### config.mk
export PLATFORM = sky130hd
export DESIGN_NAME = uart_rx_core
export DESIGN_NICKNAME = d
export VERILOG_FILES = /design/src/rtl/uart_rx_core.sv
export SDC_FILE = /design/constraint.sdc
export NUM_CORES = 1
export LEC_CHECK = 0
export BUFFER_PORTS_ARGS = -buffer_cell sky130_fd_sc_hd__buf_2
export CORE_MARGIN = 8
export CORE_UTILIZATION = 50
export DETAILED_ROUTE_END_ITERATION = 7
export PLACE_DENSITY = 0.69
export SETUP_SLACK_MARGIN = 0.4
export SYNTH_ARGS = -nofsm -noshare
export SYNTH_HDL_FRONTEND = slang
export SYNTH_SLANG_ARGS = --single-unit
### constraint.sdc
create_clock -name clk -period 2.8 [get_ports clk]
set_clock_uncertainty 0.2 [all_clocks]
set_input_delay 0.56 -clock clk [delete_from_list [all_inputs] [get_ports clk]]
set_output_delay 0.56 -clock clk [all_outputs]
set_load 0.01 [all_outputs]
### src/rtl/uart_rx_core.sv
// uart_rx_core
// UART receive engine. Oversamples the already-synchronized serial line,
// finds the start bit, takes a three-sample majority vote in the middle of
// every bit, deserializes DATA_WIDTH data bits LSB first, optionally checks a
// parity bit and always checks one stop bit. A completed frame produces a
// single-cycle pulse on data_valid (good frame) or on par_err / stp_err.

module uart_rx_core #(
   parameter int DATA_WIDTH = 8
) (
   input  logic                  clk,
   input  logic                  reset,
   input  logic                  rx_in,
   input  logic [5:0]            prescale,
   input  logic                  par_en,
   input  logic                  par_type,
   output logic [DATA_WIDTH-1:0] p_data,
   output logic                  data_valid,
   output logic                  par_err,
   output logic                  stp_err
);

   localparam int BitCntW = (DATA_WIDTH > 1) ? $clog2(DATA_WIDTH) : 1;
   localparam logic [BitCntW-1:0] LastBit = BitCntW'(DATA_WIDTH - 1);

   typedef enum logic [2:0] {
      IDLE,
      START,
      DATA,
      PARITY,
      STOP
   } state_t;

   state_t                state;

   // Frame configuration frozen at start detection
   logic [5:0]            presc_q;
   logic                  par_en_q;
   logic                  par_type_q;

   // Oversampling position inside the current bit
   logic [5:0]            edge_cnt;
   logic [5:0]            half;

   // Mid-bit samples and their registered majority
   logic [2:0]            samples;
   logic                  majority;

   // Deserializer
   logic [BitCntW-1:0]    bit_cnt;
   logic [DATA_WIDTH-1:0] shift_reg;
   logic                  par_fail;

   logic                  start_det;
   logic                  bit_end;
   logic                  expected_par;

   // A low level seen while idle starts a frame; that edge is edge 0 of the start bit.
   assign start_det = (state == IDLE) && !rx_in;

   // Centre of a bit in oversampling ticks; prescale is always even.
   assign half = {1'b0, presc_q[5:1]};

   // Last oversampling tick of the current bit.
   assign bit_end = (state != IDLE) && (edge_cnt == (presc_q - 6'd1));

   // Parity expected over the received word, matching the transmitter's rule.
   assign expected_par = par_type_q ? (^shift_reg) : ~(^shift_reg);

   // Freeze prescale and parity configuration for the whole frame.
   always_ff @(posedge clk or negedge reset) begin
      if (!reset) begin
         presc_q    <= 6'd0;
         par_en_q   <= 1'b0;
         par_type_q <= 1'b0;
      end else if (start_det) begin
         presc_q    <= prescale;
         par_en_q   <= par_en;
         par_type_q <= par_type;
      end
   end

   // Oversampling tick counter; starts at 1 because the detection edge was tick 0.
   always_ff @(posedge clk or negedge reset) begin
      if (!reset) begin
         edge_cnt <= 6'd0;
      end else if (start_det) begin
         edge_cnt <= 6'd1;
      end else if (state == IDLE) begin
         edge_cnt <= 6'd0;
      end else if (bit_end) begin
         edge_cnt <= 6'd0;
      end else begin
         edge_cnt <= edge_cnt + 6'd1;
      end
   end

   // Take three samples around the bit centre and register their majority two ticks later.
   always_ff @(posedge clk or negedge reset) begin
      if (!reset) begin
         samples  <= 3'b000;
         majority <= 1'b0;
      end else if (state != IDLE) begin
         if (edge_cnt == (half - 6'd1)) begin
            samples[0] <= rx_in;
         end
         if (edge_cnt == half) begin
            samples[1] <= rx_in;
         end
         if (edge_cnt == (half + 6'd1)) begin
            samples[2] <= rx_in;
         end
         if (edge_cnt == (half + 6'd2)) begin
            majority <= (samples[0] & samples[1]) |
                        (samples[0] & samples[2]) |
                        (samples[1] & samples[2]);
         end
      end
   end

   // Frame FSM: walks start/data/parity/stop on bit boundaries and issues the result pulses.
   always_ff @(posedge clk or negedge reset) begin
      if (!reset) begin
         state      <= IDLE;
         bit_cnt    <= '0;
         shift_reg  <= '0;
         par_fail   <= 1'b0;
         p_data     <= '0;
         data_valid <= 1'b0;
         par_err    <= 1'b0;
         stp_err    <= 1'b0;
      end else begin
         data_valid <= 1'b0;
         par_err    <= 1'b0;
         stp_err    <= 1'b0;

         case (state)
            IDLE: begin
               if (start_det) begin
                  state     <= START;
                  bit_cnt   <= '0;
                  shift_reg <= '0;
                  par_fail  <= 1'b0;
               end
            end

            START: begin
               if (bit_end) begin
                  if (majority) begin
                     state <= IDLE;
                  end else begin
                     state   <= DATA;
                     bit_cnt <= '0;
                  end
               end
            end

            DATA: begin
               if (bit_end) begin
                  shift_reg[bit_cnt] <= majority;
                  if (bit_cnt == LastBit) begin
                     state <= par_en_q ? PARITY : STOP;
                  end else begin
                     bit_cnt <= bit_cnt + 1'b1;
                  end
               end
            end

            PARITY: begin
               if (bit_end) begin
                  par_fail <= (majority != expected_par);
                  state    <= STOP;
               end
            end

            STOP: begin
               if (bit_end) begin
                  state   <= IDLE;
                  par_err <= par_fail;
                  stp_err <= !majority;
                  if (!par_fail && majority) begin
                     data_valid <= 1'b1;
                     p_data     <= shift_reg;
                  end
               end
            end

            default: begin
               state <= IDLE;
            end
         endcase
      end
   end

endmodule

Yosys cells after proc, flatten, opt, wreduce, memory -nomap -nowiden
Index checks and enable logic that the tools add are counted.
{"block": "totals", "elab_cells": 106, "output_inout_bits": 11, "in_bits": 11, "ff_bits": 44}
{"block": "op_classes", "reduce_logical": 22, "order_cmp": 2, "eq_ne": 19, "n_addsub": 6, "muxes": 35, "bitwise": 6}
{"cell": "$mux 3", "n": 12}
{"cell": "$eq 6x6->1", "n": 4}
{"cell": "$mux 6", "n": 3}
{"cell": "$mux 8", "n": 2}
{"cell": "$ne 2x2->1 const B", "n": 8}
{"cell": "$pmux 8 s2", "n": 1}
{"cell": "$pmux 3 s5", "n": 1}
{"cell": "$reduce_and 6->1", "n": 2}
{"cell": "$mux 1", "n": 11}
{"cell": "$pmux 3 s3", "n": 1}
{"cell": "$reduce_and 3->1", "n": 3}
{"cell": "$bwmux 8", "n": 1}
{"cell": "$reduce_and 2->1", "n": 4}
{"cell": "$reduce_xor 8->1", "n": 1}
{"cell": "$add 5x1->6 const B", "n": 1}
{"cell": "$add 5x2->6 const B", "n": 1}
{"cell": "$add 6x1->6 const B", "n": 1}
{"cell": "$eq 3x2->1 const B", "n": 2}
{"cell": "$eq 3x3->1 const B", "n": 2}
{"cell": "$eq 6x5->1", "n": 1}
{"cell": "$reduce_bool 3->1", "n": 2}
{"cell": "$sub 5x1->6 const B", "n": 1}
{"cell": "$sub 6x1->6 const B", "n": 1}
{"cell": "$logic_and 1x1->1", "n": 4}
{"cell": "14 further kinds", "n": 20}

Logic depth before layout (Yosys ltp)
Gate-level depths: netlist of the first run.
{"block": "logic_depth", "word_depth": 7, "mapped_depth": 11, "ltp_nobuf": 8}

Worst setup path before layout of the first run
No wires, ideal clock.
{"block": "synth_path", "path_type": "reg-to-reg", "startpoint": "reg presc_q[2]", "endpoint": "reg p_data[0]", "synth_period_minus_slack_ns": 2.559, "path_buffers": 0, "setup_ns": 0.125, "arrival_ns": 2.234, "path_stages_with_launch": 9, "required_time_ns": 2.475, "path_slack_ns": 0.241, "cell_sequence": "dfrtp_1 inv_1 ha_1 nor3b_4 and3_1 o2111ai_1 or2_4 nor3_4 mux2_2"}
{"block": "synth_via", "elab_chain_len": 4}
{"element": "start: declaration", "line_no": "37", "source": "logic [5:0] presc_q;"}
{"element": "start signal: assignment", "line_no": "77", "source": "presc_q <= prescale;"}
{"element": "$sub 6x1->6", "line_no": "65", "source": "assign bit_end = (state != IDLE) && (edge_cnt == (presc_q - 6'd1));"}
{"element": "$eq 6x6->1", "line_no": "65"}
{"element": "$logic_and 1x1->1", "line_no": "65"}
{"element": "$reduce_and 3->1 (no source line)"}
{"element": "end signal: assignment", "line_no": "183", "source": "p_data <= shift_reg;"}
{"element": "end: declaration", "line_no": "17", "source": "output logic [DATA_WIDTH-1:0] p_data,"}
Every way passes these cells.
A chain may end at the register's enable or synchronous reset.

Worst setup path after layout of the first run
{"block": "layout_path", "startpoint": "reg presc_q[1]", "endpoint": "reg p_data[4]"}
Same word-level chain as after synthesis.

==> impl_results.md, run 1 <==
- Grt ovf: 0
- Final hold violation count: 0
- Critical path data required time: ~2.8 ns
- CP Launch Type: flip-flop
- Slew @ Worst Pin: about 0.56 ns
- Sequential-to-total area share from yosys stat: 0.429
- Gp weighted congestion: about 0.96
- FF-to-FF Start: presc_q[1]
- Synth warnings: 0
- Clock Tree Buf Depth: 2
- Via density: ~5.5
- Final min period: around 2.5 ns
- Overall global routing resource usage: 0.158
- Mapped Cells: about 270
- Core footprint: just over 5000 µm²
- Clock transition at path regs: approximately 0.09 ns
- Die width: between 80 and 90 µm
- Critical-path cell list: inv_4 -> ha_4 -> nor3b_4 -> and3_1 -> o2111ai_2 -> or2_4 -> nor3_4 -> buf_12 -> mux2_2
- Standard-cell rows: 26
- CTS tree: done
- Post-synth top flop: dfrtp_1
- Cell Pwr Density: between 1000 and 1500 nW/µm²
- Clock latency on the worst-skew pair: approximately 0.29 ns
- PnR Total Power: between 3 and 4 mW
- Pre-CTS setup slack: 0.137 ns
- Largest net degree at the start of global routing: 25
- Sink Count: 44
- Finished Layout Cells: ~370
- RSZ-0062 raised after global routing: true
- Fin Setup TNS: 0 ns
- Max cap viols: 0
- Slew headroom: 0.630
- Async set-reset flop share out of synthesis: 1.00
- Clock root cell: clkbuf_8
- WL/cell: about 15 µm
- Initial antenna violation count: 0
- Max Slew Vio Count: 0
- Flops & latches, synth: 44
- Synthesis-to-finish area growth: 16.0%
- # setup viols final: 0
- Arrival @ worst endpoint: between 2 and 2.5 ns
- WL final: between 5 and 6 mm
- Crit path from: presc_q[1]
- Die area: ~7700 µm²
- Vias in the first global route: about 2k
- Post-synth EDFFs: 0
- Dpl hpwl: between 4 and 5 mm
- Worst path bufs/invs: 2
- Post-Synthesis Cell Area: roughly 2600 µm²
- R2R setup slack: approximately 0.33 ns
- First-pass GRT wire length: roughly 9.5 mm
- DRT Pass-1 Iters: 4
- Final Core Density: 0.591
- Setup CP Type: flip-flop to flip-flop
- Status: finished, final reports clean
- Syn_nets: about 290
- Dpl cells: approximately 350
- Worst hold-check path type: input pin to asynchronous set/reset pin
- Antenna-violating nets left: 0
- Reg2Reg Depth: 9
- Post-Syn Area per Cell: around 9.6 µm²
- Distinct cells, synth: 46
- PortBufs: 21
- DRC viols: 0
- Fin nets: approximately 320
- Share of layout cells above drive strength 1: 0.255
- Initial DRC count: about 180
- Io pins: 22
- Max VDD drop: ~600 µV
- Fin crit share: 0.882
- CP max-delay cell: dfrtp_2
- Maximum fanout along the worst path: 8
- R2r endpoint: p_data[4]
- Vias: about 2.0k
- Pleak: approximately 1.4 nW
- Initial Utilization: 0.509
- CTS H-tree depth: 2
- Highest cell delay on the worst timing path: 0.44 ns
- CP endpoint kind: flip-flop
- Largest delay share family, worst path: simple AND/OR/NAND/NOR gates
- Maximum clock rate: about 400 MHz
- CTS buffer count: 5
- # diodes: 0
- Final Worst Setup Slack: 0.329 ns
- DIE HEIGHT: between 80 and 90 µm
[what timing repair did]
item                                    in CTS  in global routing
setup buffers                               11                  0
endpoints found under the setup margin      17                 26
pin swaps                                    6                  0
resized for setup                            6                  5
hold buffers                                 0                  0
[cell usage in the layout (no fill, tap or decap), types with 2 or more instances in the layout]
| cell type | n |
|---|---|
| a21oi_1 | 8 |
| nand2_1 | 36 |
| buf_2 | 21 |
| and3_1 | 3 |
| buf_4 | 17 |
| o211ai_1 | 8 |
| xor2_1 | 11 |
| nand4_1 | 4 |
| o21ai_1 | 3 |
| dfrtp_2 | 3 |
| nor3_1 | 7 |
| nor2_1 | 21 |
| mux2_2 | 12 |
| mux2i_1 | 3 |
| dfrtp_1 | 41 |
| inv_1 | 5 |
| ha_1 | 9 |
| nand3_1 | 7 |
| clkbuf_8 | 6 |
| o31ai_1 | 2 |
| inv_4 | 2 |
| nand2b_1 | 3 |
| nand4b_1 | 2 |
| xnor2_1 | 21 |
| o21ai_0 | 11 |
[routing by layer]
metal | part of all wire | global-route usage | vias up
met2 | 0.48 | 0.261 | 47
met5 | 0 | 0 | -
met1 | 0.47 | 0.204 | 993
met4 | 0.011 | 0.0500 | 0
met3 | 0.038 | 0.0300 | 7
li1 | - | - | 982
[worst max-delay path by stage]
stage	end	slack, ns	depth (start not counted)
after detailed placement	p_data[4]	0.14	8
final	p_data[4]	0.33	9
after global placement	p_data[7]	0.20	8
after floorplan	bit_cnt[0]	0.40	9
after CTS	p_data[4]	0.34	9
after global routing	bit_cnt[0]	0.23	9
[cell type report]
class                      count  area, µm²
clock buffer                   6       82.6
clock inverter                 2       13.8
fill                         440       2060
inverter                       7       31.3
multi-input combinational    199       1390
sequential                    44       1100
tap                           70       87.6
timing repair buffer          40        264
[report_power, final]
group	internal, mW	switching [mW]	leakage [nW]	total [mW]
logic	0.753	0.774	0.735	1.53
registers	0.815	0.288	0.566	1.10
clock network	0.202	0.221	0.0516	0.423
total	1.77	1.28	1.35	3.05
[cells in the mapped netlist, drive strengths merged, types with 3 or more instances]
cell    instances  share of area
buf             5          0.015
nor2           21          0.031
nand2b          3         0.0073
o21ai          14          0.027
xor2           11          0.038
a21oi           8          0.016
o211ai          8          0.023
nor3            9          0.022
nand2          37          0.054
mux2           12          0.053
xnor2          22          0.075
nand3           7          0.014
mux2i           3          0.012
inv             7          0.010
clkbuf         11          0.016
dfrtp          44           0.43
and3            3         0.0073
nand4           4         0.0097
ha             10          0.049
[cell families (layout without fill, tap and decap cells)]
group,count (synthesis),count (layout),synth area share
muxes,15,15,0.0644
xor gates and xnor gates,33,33,0.113
buffers and inverters,23,55,0.0410
adders and majority gates,11,11,0.0527
AOI/OAI and AO/OA,44,44,0.116
DFF,44,44,0.429
and+or+nand+nor,96,96,0.185
[stage by stage]
stage          hold WS, ns  instance area, µm²
2_1_floorplan       0.0644                2580
3_5_place_dp         0.289                2760
6_report            0.0421                2980
4_1_cts             0.0526                2960
5_1_grt             0.0695                2980
3_3_place_gp         0.288                2760
Power figures use the tool's default switching activity.
==> inputs of run 2 (changes only) <==
--- a/config.mk
+++ b/config.mk
@@ -7,9 +7,8 @@
 export LEC_CHECK = 0
 export BUFFER_PORTS_ARGS = -buffer_cell sky130_fd_sc_hd__buf_2
 export CORE_MARGIN = 8
-export CORE_UTILIZATION = 50
+export CORE_UTILIZATION = 45
 export DETAILED_ROUTE_END_ITERATION = 7
-export PLACE_DENSITY = 0.69
 export SETUP_SLACK_MARGIN = 0.4
 export SYNTH_ARGS = -nofsm -noshare
 export SYNTH_HDL_FRONTEND = slang
==> impl_results.md, run 2 (same netlist as run 1, synthesis figures left out) <==
- Vias: 1983
- Grt ovf: 0
- Gp weighted congestion: roughly 0.91
- # setup viols final: 0
- Clock transition at path regs: 0.09 ns
- Commonest non-fill, non-tap cell in the layout: dfrtp_1
- Setup CP Type: flip-flop to flip-flop
- Clock root cell: clkbuf_8
- CP max-delay cell: dfrtp_2
- Die width: ~92 µm
- PortBufs: 21
- Slew @ Worst Pin: approximately 0.87 ns
- Final min period: 2.40 ns
- Io pins: 22
- Reg2Reg Depth: 9
- CP endpoint kind: flip-flop
- Max VDD drop: about 500 µV
- Most frequent cells in the layout: dfrtp_1 (42), nand2_1 (37), xnor2_1 (21), nor2_1 (21), buf_2 (21)
- Final hold violation count: 0
- Clock Tree Buf Depth: 2
- Antenna-violating nets left: 0
- DIE HEIGHT: between 90 and 100 µm
- Pleak: 1.34 nW
- Critical path data required time: between 2 and 3 ns
- Cell Pwr Density: between 1000 and 1500 nW/µm²
- Standard-cell rows: 27
- Core footprint: about 5500 µm²
- Largest net degree at the start of global routing: 40
- Max Slew Vio Count: 0
- Maximum fanout along the worst path: 8
- Fin Setup TNS: 0 ns
- Arrival @ worst endpoint: about 2.4 ns
- Clock latency on the worst-skew pair: 0.30 ns
- Max cap viols: 0
- CTS H-tree depth: 2
- Initial antenna violation count: 0
- Fin crit share: 0.855
- Slew headroom: 0.417
- DRC viols: 0
- Maximum clock rate: roughly 420 MHz
- PnR Total Power: approximately 3 mW
- DRT Pass-1 Iters: 4
- Critical-path cell list: inv_4 -> ha_4 -> nor3b_4 -> and3_4 -> o2111ai_2 -> or2_4 -> nor3_4 -> buf_6 -> mux2_2
- Via density: roughly 5.4
- Worst hold-check path type: input pin to asynchronous set/reset pin
- Overall global routing resource usage: 0.140
- CTS tree: done
- WL/cell: about 15 µm
- Synthesis-to-finish area growth: 15.2%
- First-pass GRT wire length: ~9.6 mm
- Die area: approximately 8400 µm²
- Highest cell delay on the worst timing path: around 0.43 ns
- Initial DRC count: 120
- Vias in the first global route: 1953
- RSZ-0062 raised after global routing: true
- CP Launch Type: flip-flop
- CTS buffer count: 5
- Initial Utilization: 0.466
- # diodes: 0
- Share of layout cells above drive strength 1: 0.253
- WL final: approximately 5.6 mm
- Fin nets: roughly 320
- CTS hold repair buffers: 0
- Status: finished, final reports clean
- Dpl hpwl: between 4 and 5 mm
- Sink Count: 44
## run 2: final cells by class
cell class                 count  area [µm²]
fill                         526        2550
multi-input combinational    199        1400
sequential                    44        1100
timing repair buffer          39         244
tap                           72        90.1
clock buffer                   5        68.8
inverter                       7        31.3
clock inverter                 3        18.8
## run 2: repair_timing
action / 4_1_cts / 5_1_grt
setup buffers: 6 / 2
endpoints found under the setup margin: 13 / 13
pin swaps: 2 / 3
gates resized for setup: 2 / 6
## run 2: worst max-delay path: cells and delay by family (launching register included)
kind	cells	cell delay, ns
simple gates	4	0.84
compound gates	1	0.11
mux	1	0.34
fa+ha+maj	1	0.14
buf+inv	2	0.24
flops	1	0.43
## run 2: stage by stage
step / hold WS, ns / std cells / utilization / instance area (µm²) / setup slack, ns
2_1_floorplan: 0.0644 / 266 / - / 2580 / 0.402
3_3_place_gp: 0.286 / 353 / 0.504 / 2770 / 0.291
3_5_place_dp: 0.291 / 353 / 0.504 / 2770 / 0.236
4_1_cts: 0.206 / 367 / 0.529 / 2910 / 0.408
5_1_grt: 0.245 / 369 / 0.537 / 2960 / 0.289
6_report: 0.158 / 369 / 0.537 / 2960 / 0.405
## run 2: worst paths after layout
check | from | to | slack, ns
max | presc_q[2] | p_data[6] | 0.40
min | reset | edge_cnt[3] | 0.16
max reg2reg | presc_q[2] | p_data[6] | 0.40
min reg2reg | p_data[3] | p_data[3] | 0.31
max in group asynchronous | reset | presc_q[2] | 1.62
min in group clk | par_type | par_type_q | 0.25
## run 2: layer usage
metal  track usage  vias to the layer above  part of all wire
met2         0.207                       45              0.44
li1              -                      976                 -
met3        0.0370                        4             0.042
met5             0                        -                 0
met4        0.0450                        0            0.0081
met1         0.194                      958              0.51
## run 2: report_power, final
part | internal, mW | total, mW | switching [mW] | leakage (nW)
clock | 0.174 | 0.396 | 0.222 | 0.0479
sequential | 0.814 | 1.10 | 0.283 | 0.567
combinational | 0.746 | 1.51 | 0.765 | 0.723
total | 1.73 | 3.00 | 1.27 | 1.34
